`src/rtl/fifo_stream_reader_if.sv`:
```
// Stream side of the FIFO reader: data/valid toward the consumer, ready back.
// master drives m_data/m_valid and samples m_ready; slave is the consumer.
interface fifo_stream_reader_if #(
  parameter int DATA_WIDTH = 16
) ();
  logic [DATA_WIDTH-1:0] m_data;
  logic                  m_valid;
  logic                  m_ready;

  modport master (
    output m_data,
    output m_valid,
    input  m_ready
  );

  modport slave (
    input  m_data,
    input  m_valid,
    output m_ready
  );
endinterface

```
`src/rtl/fifo_stream_reader.sv`:
```
// Reads a 1-cycle-latency FIFO into a 3-deep in-order buffer and streams it out.
// Ports: clk/rst, en, clr_stats, fifo_* side, stream iface m, busy/word_cnt/err.
module fifo_stream_reader #(
  parameter int DATA_WIDTH = 16,
  parameter int CNT_WIDTH  = 16
) (
  input  logic                  clk,
  input  logic                  rst,
  input  logic                  en,
  input  logic                  clr_stats,
  input  logic [DATA_WIDTH-1:0] fifo_dout,
  input  logic                  fifo_empty,
  input  logic                  fifo_underflow,
  output logic                  fifo_rd_en,
  fifo_stream_reader_if.master  m,
  output logic                  busy,
  output logic [CNT_WIDTH-1:0]  word_cnt,
  output logic                  underflow_err
);

  localparam logic [1:0] IDLE  = 2'd0;
  localparam logic [1:0] RUN   = 2'd1;
  localparam logic [1:0] DRAIN = 2'd2;

  logic [1:0]            state;
  logic [DATA_WIDTH-1:0] mem [0:2];
  logic [1:0]            occ;
  logic                  inflight;

  logic [2:0] level;
  logic       push;
  logic       drop;
  logic       pop;
  logic [1:0] wr_idx;

  // Credit check counts the word already requested, so the
  // buffer can never be overrun by a read in flight.
  assign level      = {1'b0, occ} + {2'b00, inflight};
  assign fifo_rd_en = (state == RUN) && !fifo_empty && (level < 3'd3);

  assign push = inflight && !fifo_underflow;
  assign drop = inflight && fifo_underflow;

  assign m.m_valid = (occ != 2'd0);
  assign m.m_data  = mem[0];
  assign pop       = m.m_valid && m.m_ready;

  // Tail slot after any shift caused by a same-cycle pop.
  assign wr_idx = pop ? occ - 2'd1 : occ;

  assign busy = (state != IDLE);

  always_ff @(posedge clk) begin
    if (rst) begin
      state    <= IDLE;
      occ      <= 2'd0;
      inflight <= 1'b0;
      mem[0]   <= '0;
      mem[1]   <= '0;
      mem[2]   <= '0;
    end else begin
      inflight <= fifo_rd_en;

      if (pop) begin
        mem[0] <= mem[1];
        mem[1] <= mem[2];
      end
      // Later assignment wins when the tail lands in a shifted slot.
      if (push) begin
        mem[wr_idx] <= fifo_dout;
      end

      unique case ({push, pop})
        2'b10:   occ <= occ + 2'd1;
        2'b01:   occ <= occ - 2'd1;
        default: occ <= occ;
      endcase

      unique case (state)
        IDLE: begin
          if (en) state <= RUN;
        end
        RUN: begin
          if (!en) begin
            if (occ != 2'd0 || inflight) state <= DRAIN;
            else                          state <= IDLE;
          end
        end
        DRAIN: begin
          if (en)                              state <= RUN;
          else if (occ == 2'd0 && !inflight)   state <= IDLE;
        end
        default: state <= IDLE;
      endcase
    end
  end

  always_ff @(posedge clk) begin
    if (rst || clr_stats) begin
      word_cnt      <= '0;
      underflow_err <= 1'b0;
    end else begin
      if (pop && word_cnt != {CNT_WIDTH{1'b1}}) begin
        word_cnt <= word_cnt + 1'b1;
      end
      if (drop) begin
        underflow_err <= 1'b1;
      end
    end
  end

endmodule

```
`src/flat_wrapper.sv`:
```
// flat-port wrapper written by rule: the top's interface ports become plain ports
module fifo_stream_reader_flat 
#(
  parameter int DATA_WIDTH = 16,
  parameter int CNT_WIDTH  = 16
)
  (clk, rst, en, clr_stats, fifo_dout, fifo_empty, fifo_underflow, fifo_rd_en, busy, word_cnt, underflow_err, m_m_data, m_m_valid, m_m_ready);
  fifo_stream_reader_if #(.DATA_WIDTH(DATA_WIDTH)) m_i ();
  input  logic clk;
  input  logic rst;
  input  logic en;
  input  logic clr_stats;
  input  logic [DATA_WIDTH-1:0] fifo_dout;
  input  logic fifo_empty;
  input  logic fifo_underflow;
  output logic fifo_rd_en;
  output logic busy;
  output logic [CNT_WIDTH-1:0] word_cnt;
  output logic underflow_err;
  output wire logic [$bits(m_i.m_data)-1:0] m_m_data;
  output wire logic [$bits(m_i.m_valid)-1:0] m_m_valid;
  input wire logic [$bits(m_i.m_ready)-1:0] m_m_ready;
  assign m_m_data = m_i.m_data;
  assign m_m_valid = m_i.m_valid;
  assign m_i.m_ready = m_m_ready;
  fifo_stream_reader #(.DATA_WIDTH(DATA_WIDTH), .CNT_WIDTH(CNT_WIDTH)) u_core (.clk(clk), .rst(rst), .en(en), .clr_stats(clr_stats), .fifo_dout(fifo_dout), .fifo_empty(fifo_empty), .fifo_underflow(fifo_underflow), .fifo_rd_en(fifo_rd_en), .m(m_i), .busy(busy), .word_cnt(word_cnt), .underflow_err(underflow_err));
endmodule
```
`config.mk`:
```
export PLATFORM = sky130hd
export DESIGN_NAME = fifo_stream_reader_flat
export DESIGN_NICKNAME = d
export VERILOG_FILES = /design/src/rtl/fifo_stream_reader_if.sv /design/src/rtl/fifo_stream_reader.sv /design/src/flat_wrapper.sv
export SDC_FILE = /design/constraint.sdc
export NUM_CORES = 1
export LEC_CHECK = 0
export BUFFER_PORTS_ARGS = -buffer_cell sky130_fd_sc_hd__clkbuf_2
export CAP_MARGIN = 25
export CORE_ASPECT_RATIO = 0.7
export CORE_MARGIN = 10
export CORE_UTILIZATION = 41
export CTS_CLUSTER_SIZE = 25
export DETAILED_ROUTE_END_ITERATION = 10
export GPL_TIMING_DRIVEN = 0
export PLACE_DENSITY_LB_ADDON = 0.12
export SLEW_MARGIN = 20
export SYNTH_ARGS = -nofsm -noshare
export SYNTH_HDL_FRONTEND = slang
export SYNTH_SLANG_ARGS = --single-unit
```
`constraint.sdc`:
```
create_clock -name clk -period 2.7 [get_ports clk]
set_clock_uncertainty 0.15 [all_clocks]
set_input_delay 0.405 -clock clk [delete_from_list [all_inputs] [get_ports clk]]
set_output_delay 0.405 -clock clk [all_outputs]
set_load 0.01 [all_outputs]
```
=== Word-level counts from Yosys, hierarchy flattened ===
Memory sizes are Yosys's and may differ from the RTL's.
Index checks and enable logic that the tools add are counted.

* Memories: 1
* Input bits: 23
* Register bits: 22
* Output and inout port bits: 36
* Memory bits (writable): 48

{| class="wikitable"
|+ Memories
! memory !! depth !! width !! read ports !! clocked after Yosys merged registers in !! write ports !! RTL line !! RTL
|-
| u_core.mem || 3 || 16 || 3 || 0 || 3 || fifo_stream_reader.sv:26 || <nowiki>logic [DATA_WIDTH-1:0] mem [0:2];</nowiki>
|}

* Bitwise logic cells: 2
* Reduce and logical (&&, ||, !) cells: 19
* Multiplexer cells: 21
* Order comparisons: 1
* Add/subtract/negate cells: 4
* Equal/unequal tests: 8

{| class="wikitable"
|+ Operators by type and width
! kind !! count
|-
| 16-bit 2-to-1 mux || 3
|-
| 16-bit by 1-bit adder with 16-bit output (second input constant) || 1
|-
| 16-bit inequality test (second input constant) || 1
|-
| 16-bit OR reduction || 1
|-
| 2-bit 2-to-1 mux || 7
|-
| 1-bit 2-to-1 mux || 9
|-
| 1-bit logical AND || 7
|-
| 2-bit one-hot mux with 3 select lines || 1
|-
| 2-bit nonzero test || 3
|-
| 2-bit by 1-bit equality test with 1-bit output (second input constant) || 2
|-
| 2-bit equality test (second input constant) || 2
|-
| 2-bit zero test || 2
|-
| 2-bit inequality test (second input constant) || 2
|-
| 2-bit one-hot mux with 2 select lines || 1
|-
| 2-bit by 1-bit adder with 3-bit output || 1
|-
| 1-bit zero test || 3
|-
| 3-bit by 2-bit < comparator with 1-bit output (second input constant) || 1
|-
| 3-bit by 2-bit inequality test with 1-bit output (second input constant) || 1
|-
| 3-bit AND reduction || 1
|-
| 2-bit by 1-bit adder with 2-bit output (second input constant) || 1
|-
| 1-bit logical OR || 2
|-
| 1-bit bitwise OR || 2
|-
| 2-bit by 1-bit subtractor with 2-bit output (second input constant) || 1
|}

=== Longest topological paths before layout ===
* Depth in word-level cells: 7
* Gate-level depth with buffers: 10
* Depth with buffers taken out: 8

=== Least setup slack after synthesis ===
Ideal clock, no wire load.

* Path type: reg2reg
* Start: register u_core.occ[0]
* End: memory u_core.mem[0][0] (enable)
* Setup time: 363 ps
* Data arrival time: 2052 ps
* Stages on the path, launching flop included: 11
* Period minus slack after synthesis: 2565 ps
* Setup slack: 135 ps
* Path through: dfxtp_1 > inv_1 > ha_1 > nand2b_4 > buf_6 > inv_1 > nor3_1 > o21ai_0 > buf_2 > buf_2 > nand2_1

{| class="wikitable"
|+ RTL lines
! what !! RTL line !! RTL
|-
| start: declaration || fifo_stream_reader.sv:27 || <nowiki>logic [1:0] occ;</nowiki>
|-
| start signal: assignment || fifo_stream_reader.sv:74 || <nowiki>2'b10: occ <= occ + 2'd1;</nowiki>
|-
| start signal: assignment || fifo_stream_reader.sv:75 || <nowiki>2'b01: occ <= occ - 2'd1;</nowiki>
|-
| end: declaration || fifo_stream_reader.sv:26 ||
|}

=== Final worst setup path ===
* Start: register u_core.inflight
* End: output port fifo_rd_en

* Longest elaborated chain between the ends: 3

{| class="wikitable"
|+ Ends and longest elaborated chain
! what !! RTL line !! RTL
|-
| start: declaration || fifo_stream_reader.sv:28 || <nowiki>logic inflight;</nowiki>
|-
| start signal: assignment || fifo_stream_reader.sv:62 || <nowiki>inflight <= fifo_rd_en;</nowiki>
|-
| 2-bit by 1-bit adder with 3-bit output || fifo_stream_reader.sv:38 || <nowiki>assign level = {1'b0, occ} + {2'b00, inflight};</nowiki>
|-
| 3-bit by 2-bit < comparator with 1-bit output || fifo_stream_reader.sv:39 || <nowiki>assign fifo_rd_en = (state == RUN) && !fifo_empty && (level < 3'd3);</nowiki>
|-
| 1-bit logical AND || fifo_stream_reader.sv:39 ||
|-
| end: declaration || flat_wrapper.sv:16 || <nowiki>output logic fifo_rd_en;</nowiki>
|}

No other way between the ends.

==> reports/qor.yml <==
run_status:
  status: "finished, final reports clean"
clock_network:
  clk_latency_ns: 0.32
  cts.reportedPaths.clkPinSlew_ns: 0.05
  clkSinkCount: 70
  clk_path_buf_depth: 2
  postCtsHoldBufs: 0
  cts_tree: "built"
  cts_setup_buffers: 0
  cts-root-buf: "clkbuf_16"
  htreeDepth: 3
  cts_buffers: 9
die:
  io-pin-count: 59
  coreArea_um2: 7840
  die_y_um: 94.8
  dieArea_um2: 12000
  rows: 27
  dieWidth_um: 127
  initial_core_util_pct: 41.9
setup_path:
  crit_chain: "ha_1 -> ha_1 -> or4b_2 -> a21oi_1 -> clkbuf_2"
  crit_arrival_ns: 1.96
  cpMostUsedCell: "ha_1"
  crit_path_start_kind: "flop"
  max_stage_delay_ns: 0.60
  crit_type: "flop to primary output"
  end_kind: "primary output"
  crit_slowest_cell: "or4b_2"
  cp.required_ns: 2.14
  r2r_cells: 8
  crit_fanout: 4
routing:
  drt-total-wl_um: 7110
  ant_nets: 0
  drt-vias-per-instance: 5.01
  drc: 0
  vias: 2380
  wl_per_cell_um: 15.0
  drt_iter0_markers: 124
  drt_first_pass_iters: 4
synthesis:
  synth_fp_nets: 328
  synthMuxAreaShare_pct: 9.76
  ys_ff_latch: 70
  synthArstFlopShare_pct: 0
  synth_cells: 300
  synthesis.area_um2: 3280
  seq_area_frac_synth_pct: 57.4
  synth_ff_type: "edfxtp_1"
  synth-xor-area-share_pct: 0.801
  synthAdderAreaFrac_pct: 1.91
  yosysWarningCount: 0
  synth_top_family_by_area: "simple AND/OR/NAND/NOR gates"
  synth-simple-area-share_pct: 19.0
  synth_compound_area_share_pct: 6.52
  avgSynthCellArea_um2: 10.9
  synth-edff-count: 48
  ys_types: 41
global_route:
  grt_max_degree: 17
  antenna_found_initial: 0
  overflow: 0
  grt_pass1_vias: 2248
  grt_pass1_wl_um: 11500
  grt_usage_pct: 12.0
worst_hold_path:
  holdCritPathClass: "input pin to flop"
  min_delay_path_depth: 2
sta:
  worstMarginPinSlew_ns: 0.606
  setup-tns-final_ns: 0
  slew_headroom_pct: 59.2
  rsz0062_at_grt: "no"
  final.period_utilization_pct: 93.1
  setup_viol: 0
  finalCriticalPeriod_ns: 2.51
  hold_viol: 0
  final_max_slew_viol_count: 0
  fmax_mhz: 398
run:
  maxCapViolCount: 0
pwr:
  pwr_density_cell_nw_per_um2: 704
  finalPower_mw: 2.84
  irDropWorstVdd_v: 0.000297
  p_leak_nw: 1.83
final_layout:
  mostFrequentLayoutCells: "clkbuf_2, edfxtp_1, nand2_1"
  layout.cells.most_common: "clkbuf_2"
  final_cells: 475
  filler_cell_count: 721
  antenna_cells: 0
  drive_gt1_share_pct: 24.6
  area_delta_synth_final_pct: 23.2
  layout.nets: 397
place:
  numPortBuffers: 58
  gp_congestion: 0.761
  dpl.hpwl_um: 5110
  place_inst: 459
## worst max-delay path: cells and delay by family (launching register included)
family,cells,cell delay (ns)
flops,1,0.33
buf+inv,1,0.16
simple gates,1,0.60
fa+ha+maj,2,0.37
compound gates,1,0.17
## Yosys cell counts, types with 2 or more instances
cell	instances	area share [%]
clkbuf_1	9	1.0
ha_1	5	1.9
nor2_1	9	1.0
xor2_1	2	0.53
mux2i_1	32	9.8
o31ai_1	3	0.69
a21oi_1	13	2.0
edfxtp_1	48	44
or2_2	3	0.57
or4_1	4	0.92
and3_1	3	0.57
and2_1	16	3.1
or3_2	2	0.46
buf_2	5	0.76
nand3_1	5	0.76
nand4_1	6	1.1
nor3_1	7	1.1
inv_1	22	2.5
dfxtp_1	22	13
and4_1	2	0.53
o211ai_1	3	0.69
o21ai_0	11	1.7
or3_1	8	1.5
nand2_1	43	4.9
## power by group
part	leakage [nW]	total [mW]	switching [mW]	internal (mW)
logic	1.00	0.341	0.213	0.128
registers	0.678	1.29	0.0344	1.25
clock network	0.151	1.21	0.413	0.802
total	1.83	2.84	0.660	2.18
## stage by stage
step                      hold slack [ns]  utilization [%]  setup WS [ns]  instance area, µm²
after floorplan                     0.352                -          0.135                3280
after global placement              0.304             47.2         -0.417                3700
after detailed placement            0.352             47.2         -0.471                3700
after CTS                           0.183             51.4         0.0441                4030
after global routing                0.212             51.5         0.0251                4040
final                               0.196             51.5          0.186                4040
## cell type report
cell class	instances	area (µm²)	share of cell area [%]
clock buffers	11	233	5.76
plain buffers	15	86.3	2.14
clock inverters	5	73.8	1.83
inverters	22	82.6	2.04
flip-flops and latches	70	1880	46.6
multi-input cells	193	1260	31.3
well taps	101	126	3.13
repair buffers	58	290	7.18
## routing by layer
layer	vias up	GRT usage, %	share of wire (%)	wire, µm
li1	1215	-	-	-
met1	1106	15.4	48	3420
met2	52	18.1	45	3210
met3	7	3.69	5.8	410
met4	0	5.39	1.1	76
met5	-	0	0	0
## final timing paths
check / from / endpoint / slack [ns]
worst min-delay path: en / u_core.state[0] / 0.20
worst max-delay path: u_core.inflight / fifo_rd_en / 0.19
worst min register to register: u_core.word_cnt[15] / u_core.word_cnt[15] / 0.35
worst max register to register: u_core.occ[1] / u_core.word_cnt[15] / 0.19
## kinds of logic (layout without fill, tap and decap cells)
logic type      count (synthesis)  count (layout)
fa+ha+maj                       5               5
buf+inv                        37             111
flops                          70              70
mux                            32              32
simple gates                  117             117
compound gates                 36              36
xor+xnor                        3               3
## what timing repair did
action	in CTS	in global routing
pin swaps	0	0
endpoints found under the hold margin	0	0
gates resized for setup	8	8
setup endpoints to repair	58	61
## sequential cells by signal, indices dropped and copies added, names as in the netlist
signal,count
u_core.mem,48
u_core.word_cnt,16
u_core.occ,2
u_core.state,2
u_core.inflight,1
u_core.underflow_err,1
(Power assumes the default switching activity.)
